File: config.mk
export PLATFORM = sky130hd
export DESIGN_NAME = coin_lane_scheduler
export DESIGN_NICKNAME = d
export VERILOG_FILES = /design/src/rtl/coin_lane_scheduler.sv
export SDC_FILE = /design/constraint.sdc
export NUM_CORES = 1
export LEC_CHECK = 0
export ABC_AREA = 1
export CAP_MARGIN = 20
export CORE_UTILIZATION = 45
export DETAILED_ROUTE_END_ITERATION = 10
export GPL_TIMING_DRIVEN = 0
export PLACE_DENSITY = 0.63
export SYNTH_ARGS = -nofsm -noshare
export SYNTH_HDL_FRONTEND = slang
export SYNTH_SLANG_ARGS = --single-unit
export TNS_END_PERCENT = 100
File: constraint.sdc
create_clock -name i_clk -period 8.6 [get_ports i_clk]
set_input_delay 1.72 -clock i_clk [delete_from_list [all_inputs] [get_ports i_clk]]
set_output_delay 1.72 -clock i_clk [all_outputs]
set_load 0.05 [all_outputs]
File: src/rtl/coin_lane_scheduler.sv
// coin_lane_scheduler: spawns falling coins per lane, judges button hits/misses, tracks score/combo/lives; define COIN_SCHED_EARLY_PENALTY_EN to make early presses count as misses
module coin_lane_scheduler #(
  parameter int          NUM_LANES       = 3,
  parameter int          SPAWN_INTERVAL  = 30,
  parameter int          COOLDOWN_FRAMES = 8,
  parameter logic [15:0] LFSR_SEED       = 16'hACE1,
  parameter int          LIVES           = 3,
  parameter int          SCORE_W         = 16
) (
  input  logic                 i_clk,
  input  logic                 i_rst,
  input  logic                 i_v_sync,
  input  logic                 i_start,
  input  logic [NUM_LANES-1:0] i_btn,
  input  logic [NUM_LANES-1:0] i_in_position,
  output logic [NUM_LANES-1:0] o_active,
  output logic [SCORE_W-1:0]   o_score,
  output logic [7:0]           o_combo,
  output logic [1:0]           o_lives,
  output logic                 o_game_over,
  output logic [NUM_LANES-1:0] o_hit,
  output logic [NUM_LANES-1:0] o_miss
);
  typedef enum logic [1:0] {G_IDLE, G_PLAY, G_OVER} g_state_t;
  typedef enum logic [1:0] {L_IDLE, L_FALL, L_READY, L_COOL} l_state_t;
  g_state_t             g_q, g_d;
  l_state_t             lane_q [NUM_LANES];
  l_state_t             lane_d [NUM_LANES];
  logic [7:0]           cool_q [NUM_LANES];
  logic [7:0]           cool_d [NUM_LANES];
  logic [2:0]           vs_q, vs_d;
  logic                 tick_q, tick_d;
  logic [15:0]          fc_q, fc_d, lfsr_q, lfsr_d;
  logic [NUM_LANES-1:0] btn_q, pos_q, hit_q, hit_d, miss_q, miss_d, active_q, active_d;
  logic [NUM_LANES-1:0] btn_edge, pos_fall;
  logic [SCORE_W-1:0]   score_q, score_d;
  logic [7:0]           combo_q, combo_d;
  logic [1:0]           lives_q, lives_d;
  logic                 game_over_q, game_over_d;
  logic                 start_play, wrap, run;
  logic [1:0]           cand;
  logic [2:0]           n_hit, n_miss, pts;
  logic [4:0]           gain;
  logic [SCORE_W+4:0]   score_sum;
  logic [8:0]           combo_sum;

  assign btn_edge = i_btn & ~btn_q;
  assign pos_fall = pos_q & ~i_in_position;
  assign cand     = lfsr_d[1:0];

  // frame tick extraction, game state and spawn timing
  always_comb begin
    vs_d        = {vs_q[1:0], i_v_sync};
    tick_d      = vs_q[1] & ~vs_q[2];
    start_play  = g_q == G_IDLE && i_start;
    g_d         = start_play ? G_PLAY :
                  (g_q == G_PLAY && lives_q == 2'd0) ? G_OVER :
                  (g_q == G_OVER && i_start) ? G_IDLE : g_q;
    run         = g_q == G_PLAY && g_d == G_PLAY;
    wrap        = run && tick_q && fc_q == 16'(SPAWN_INTERVAL - 1);
    fc_d        = (start_play || wrap) ? 16'd0 : (run && tick_q) ? fc_q + 16'd1 : fc_q;
    lfsr_d      = start_play ? LFSR_SEED :
                  wrap ? {lfsr_q[0] ^ lfsr_q[2] ^ lfsr_q[3] ^ lfsr_q[5], lfsr_q[15:1]} : lfsr_q;
    game_over_d = g_d == G_OVER;
  end

  // per-lane coin lifecycle and hit/miss judging
  always_comb begin
    for (int i = 0; i < NUM_LANES; i++) begin
      lane_d[i] = lane_q[i];
      cool_d[i] = cool_q[i];
      hit_d[i]  = 1'b0;
      miss_d[i] = 1'b0;
      if (!run) begin
        lane_d[i] = L_IDLE;
        cool_d[i] = 8'd0;
      end else begin
        case (lane_q[i])
          L_IDLE: if (wrap && cand == 2'(i)) lane_d[i] = L_FALL;
          L_FALL: begin
`ifdef COIN_SCHED_EARLY_PENALTY_EN
            if (btn_edge[i]) begin
              miss_d[i] = 1'b1;
              lane_d[i] = L_COOL;
            end else
`endif
            if (i_in_position[i]) lane_d[i] = L_READY;
          end
          L_READY: begin
            if (btn_edge[i]) begin
              hit_d[i]  = 1'b1;
              lane_d[i] = L_COOL;
            end else if (pos_fall[i]) begin
              miss_d[i] = 1'b1;
              lane_d[i] = L_COOL;
            end
          end
          L_COOL: begin
            if (tick_q) begin
              lane_d[i] = cool_q[i] == 8'(COOLDOWN_FRAMES - 1) ? L_IDLE : L_COOL;
              cool_d[i] = cool_q[i] == 8'(COOLDOWN_FRAMES - 1) ? 8'd0 : cool_q[i] + 8'd1;
            end
          end
        endcase
      end
      active_d[i] = lane_d[i] == L_FALL || lane_d[i] == L_READY;
    end
  end

  // score, combo and lives from last clock's judged pulses; every hit uses the pre-update combo
  always_comb begin
    n_hit     = 3'($countones(hit_q));
    n_miss    = 3'($countones(miss_q));
    pts       = 3'd1 + ((combo_q[7:4] != 4'd0) ? 3'd3 : {1'b0, combo_q[3:2]});
    gain      = {2'b0, n_hit} * {2'b0, pts};
    score_sum = {5'd0, score_q} + (SCORE_W + 5)'(gain);
    combo_sum = {1'b0, combo_q} + {6'd0, n_hit};
    score_d   = start_play ? '0 : (|score_sum[SCORE_W+4:SCORE_W]) ? '1 : score_sum[SCORE_W-1:0];
    combo_d   = (start_play || |miss_q) ? 8'd0 : combo_sum[8] ? 8'hff : combo_sum[7:0];
    lives_d   = start_play ? 2'(LIVES) : ({1'b0, lives_q} > n_miss) ? lives_q - n_miss[1:0] : 2'd0;
  end

  // state registers
  always_ff @(posedge i_clk) begin
    if (i_rst) begin
      vs_q        <= '0;
      tick_q      <= 1'b0;
      g_q         <= G_IDLE;
      fc_q        <= '0;
      lfsr_q      <= LFSR_SEED;
      btn_q       <= '0;
      pos_q       <= '0;
      hit_q       <= '0;
      miss_q      <= '0;
      active_q    <= '0;
      score_q     <= '0;
      combo_q     <= '0;
      lives_q     <= 2'(LIVES);
      game_over_q <= 1'b0;
      for (int i = 0; i < NUM_LANES; i++) begin
        lane_q[i] <= L_IDLE;
        cool_q[i] <= 8'd0;
      end
    end else begin
      vs_q        <= vs_d;
      tick_q      <= tick_d;
      g_q         <= g_d;
      fc_q        <= fc_d;
      lfsr_q      <= lfsr_d;
      btn_q       <= i_btn;
      pos_q       <= i_in_position;
      hit_q       <= hit_d;
      miss_q      <= miss_d;
      active_q    <= active_d;
      score_q     <= score_d;
      combo_q     <= combo_d;
      lives_q     <= lives_d;
      game_over_q <= game_over_d;
      for (int i = 0; i < NUM_LANES; i++) begin
        lane_q[i] <= lane_d[i];
        cool_q[i] <= cool_d[i];
      end
    end
  end

  assign o_active    = active_q;
  assign o_score     = score_q;
  assign o_combo     = combo_q;
  assign o_lives     = lives_q;
  assign o_game_over = game_over_q;
  assign o_hit       = hit_q;
  assign o_miss      = miss_q;
endmodule

==> impl_metrics.tcl <==
set metrics [dict create \
    outcome "finished with violations" \
    violations "design-rule violations" \
    vias 4733 \
    place.gp.congestion 0.902 \
    clk_latency_ps 350 \
    yosysTopAreaCellShare_pct 40.7 \
    worst_pin_slew_ps 550 \
    start_util_pct 46.8 \
    cts_setup_buffers 0 \
    cap_violations 0 \
    io_buffers 44 \
    io-pin-count 46 \
    htreeDepth 3 \
    slew_headroom_pct 63.2 \
    fin_crit_sh_pct 45.0 \
    path_cells "nor4_1, nand2_1, ha_1, nand2_1, inv_1, ha_1, ha_1, fa_1, ha_1, a21oi_1, o22ai_1, a21oi_1, nor2_1, nand2_1, buf_4, nand3_1, nand2_1, inv_1" \
    synth_compound_area_share_pct 11.3 \
    finalSetupTns_ps 0 \
    grt_first_pass_wirelength_um 19300 \
    drc 9 \
    cp.arrival_ps 4120 \
    die_h_um 112 \
    antenna_found_initial 0 \
    yosysWarnings 0 \
    post-dp-hpwl_um 8390 \
    skew_ps 7.11 \
    max_freq_mhz 258 \
    grt_usage_pct 19.0 \
    synth.area.top_cells "dfxtp_1 41%, nand2_1 9.5%, inv_1 7.0%, nor2_1 6.9%, a21oi_1 5.0%" \
    hold_viol 0 \
    placed_area_um2 6030 \
    design_area_um2 6330 \
    finalNetCount 814 \
    grt_setup_unrepaired "no" \
    cp-start-kind "flip-flop" \
    drt-total-wl_um 11100 \
    synthFlopType "dfxtp_1" \
    required_ps 8860 \
    setup_violations 0 \
    first_pass_iters 8 \
    design.core.area_um2 11600 \
    dr.first_iter.drc_count 279 \
    period_needed_ps 3870 \
    critical_path.max_fanout 10 \
    cts_root_buffer "clkbuf_16" \
    rows 39 \
    clk_pin_slew_ps 70 \
    synthAdderAreaFrac_pct 6.38 \
    yosysSeqAreaShare_pct 40.7 \
    leakagePower_nw 2.69 \
    max_stage_delay_ps 450 \
    antennaDiodeCount 0 \
    synth-simple-area-share_pct 29.6 \
    critical_path_class "reg2reg" \
    synthMuxAreaShare_pct 0 \
    synth_xor_area_share_pct 3.40 \
    layoutNonFillerInstCount 927 \
    hold_path_class "reg2reg" \
    cts.path.max_buffers 2 \
    synth_top_area_cell "dfxtp_1" \
    syn_area_um2 5410 \
    cp-end-kind "flip-flop" \
    grt_overflow 0 \
    syn_area_per_cell_um2 7.46 \
    synth_common_cells "137 x nand2_1, 110 x dfxtp_1, 101 x inv_1" \
    syn_to_final_growth_pct 17.1 \
    synth_nets 759 \
    grt_max_degree 17 \
    hold_buffers 0 \
    grt_pass1_vias 4329 \
    yosys_register_bits 110 \
    p_per_area_nw_per_um2 155 \
    async_flop_share_pct 0 \
    drive_above_1_share_pct 6.76 \
    path_buf_inv 3 \
    synth_top_family_by_area "simple AND/OR/NAND/NOR gates" \
    chipWidth_um 112 \
    fin_util_pct 54.8 \
    vdd_ir_drop_max_uv 88.1 \
    drtAntennaViolNets 0 \
    die_area_um2 12500 \
    synth_most_common_cell "nand2_1" \
    drv_slew 0 \
    fin_total_pwr_uw 984 \
    synth_cell_types 41 \
    crit_family "adder cells" \
    postSynthCellCount 725 \
    viasPerCell 5.11 \
    n_fill_cell 1123 \
    critPathSlowestCell "fa_1" \
    synth_edf_count 0 \
    dp_cells 912 \
    clock-sinks 110 \
    cts_repair_resize_count 0 \
    wire_per_inst_um 12.0 \
    cts_buffers 9 \
    cts_tree "built" \
]
## path summary, 6_finish.rpt
check,cells past startpoint,slack (ps),to,from
setup / recovery,18,4730,o_score[14]$_SDFF_PP0_,o_combo[5]$_SDFF_PP0_
hold / removal,1,390,tick_q$_SDFF_PP0_,vs_q[2]$_SDFF_PP0_
setup reg to reg,18,4730,o_score[14]$_SDFF_PP0_,o_combo[5]$_SDFF_PP0_
hold reg to reg,1,390,tick_q$_SDFF_PP0_,vs_q[2]$_SDFF_PP0_
## layout by cell type, fill, tap and decap left out, types with 4 or more instances in the layout
cell type,instances
inv_2,4
a21oi_1,54
a31oi_1,7
nand3_1,31
nand4_1,11
nor2_4,4
buf_2,6
nor2_1,99
o21ai_0,32
nor3_1,23
o211ai_1,5
nor4_1,4
xnor2_1,8
clkdlybuf4s50_1,44
ha_1,18
fa_1,6
or2_2,8
nand2_1,137
inv_1,101
nor3b_1,8
clkbuf_16,9
clkbuf_1,4
xor2_1,13
o21a_1,5
dfxtp_1,110
## routing by layer
metal / track usage (%) / share of wire, % / vias up
met5: 0 / 0 / -
met4: 8.74 / 1.9 / 0
met3: 2.94 / 3.8 / 12
met2: 30.8 / 45 / 91
met1: 24.9 / 49 / 2183
li1: - / - / 2447
## flip-flops by register name, summed over array words and instances (netlist names)
register,cells
btn_q,3
cool_q,24
fc_q,16
g_q,2
lane_q,6
lfsr_q,16
o_active,3
o_combo,8
o_game_over,1
o_hit,3
o_lives,2
o_miss,3
o_score,16
pos_q,3
tick_q,1
vs_q,3
## cells by family (layout without fill, tap and decap cells)
group | count (synthesis) | count (layout)
fa+ha+maj | 24 | 24
flops | 110 | 110
simple gates | 343 | 343
compound gates | 110 | 110
buf+inv | 117 | 176
xor+xnor | 21 | 21
## power by group
part	internal, mW	switching (mW)
sequential	0.512	0.00117
combinational	0.0114	0.0223
clock	0.254	0.184
## area by class of cell
type	instances	area (um2)	area share, %
plain buffers	12	75.1	1.19
repair buffers	44	440	6.95
clock buffers	11	233	3.67
flip-flops and latches	110	2200	34.8
multi-input cells	498	2740	43.2
well taps	143	179	2.82
clock inverters	4	72.6	1.15
inverters	105	394	6.22
## through the flow
step / hold slack [ps] / setup WS (ps)
after global routing: 409 / 4390
final: 394 / 4730
after floorplan: 374 / 4940
after detailed placement: 392 / 4730
after CTS: 402 / 4710
after global placement: 380 / 4750
No activity file was read; power rests on OpenSTA's default activity.
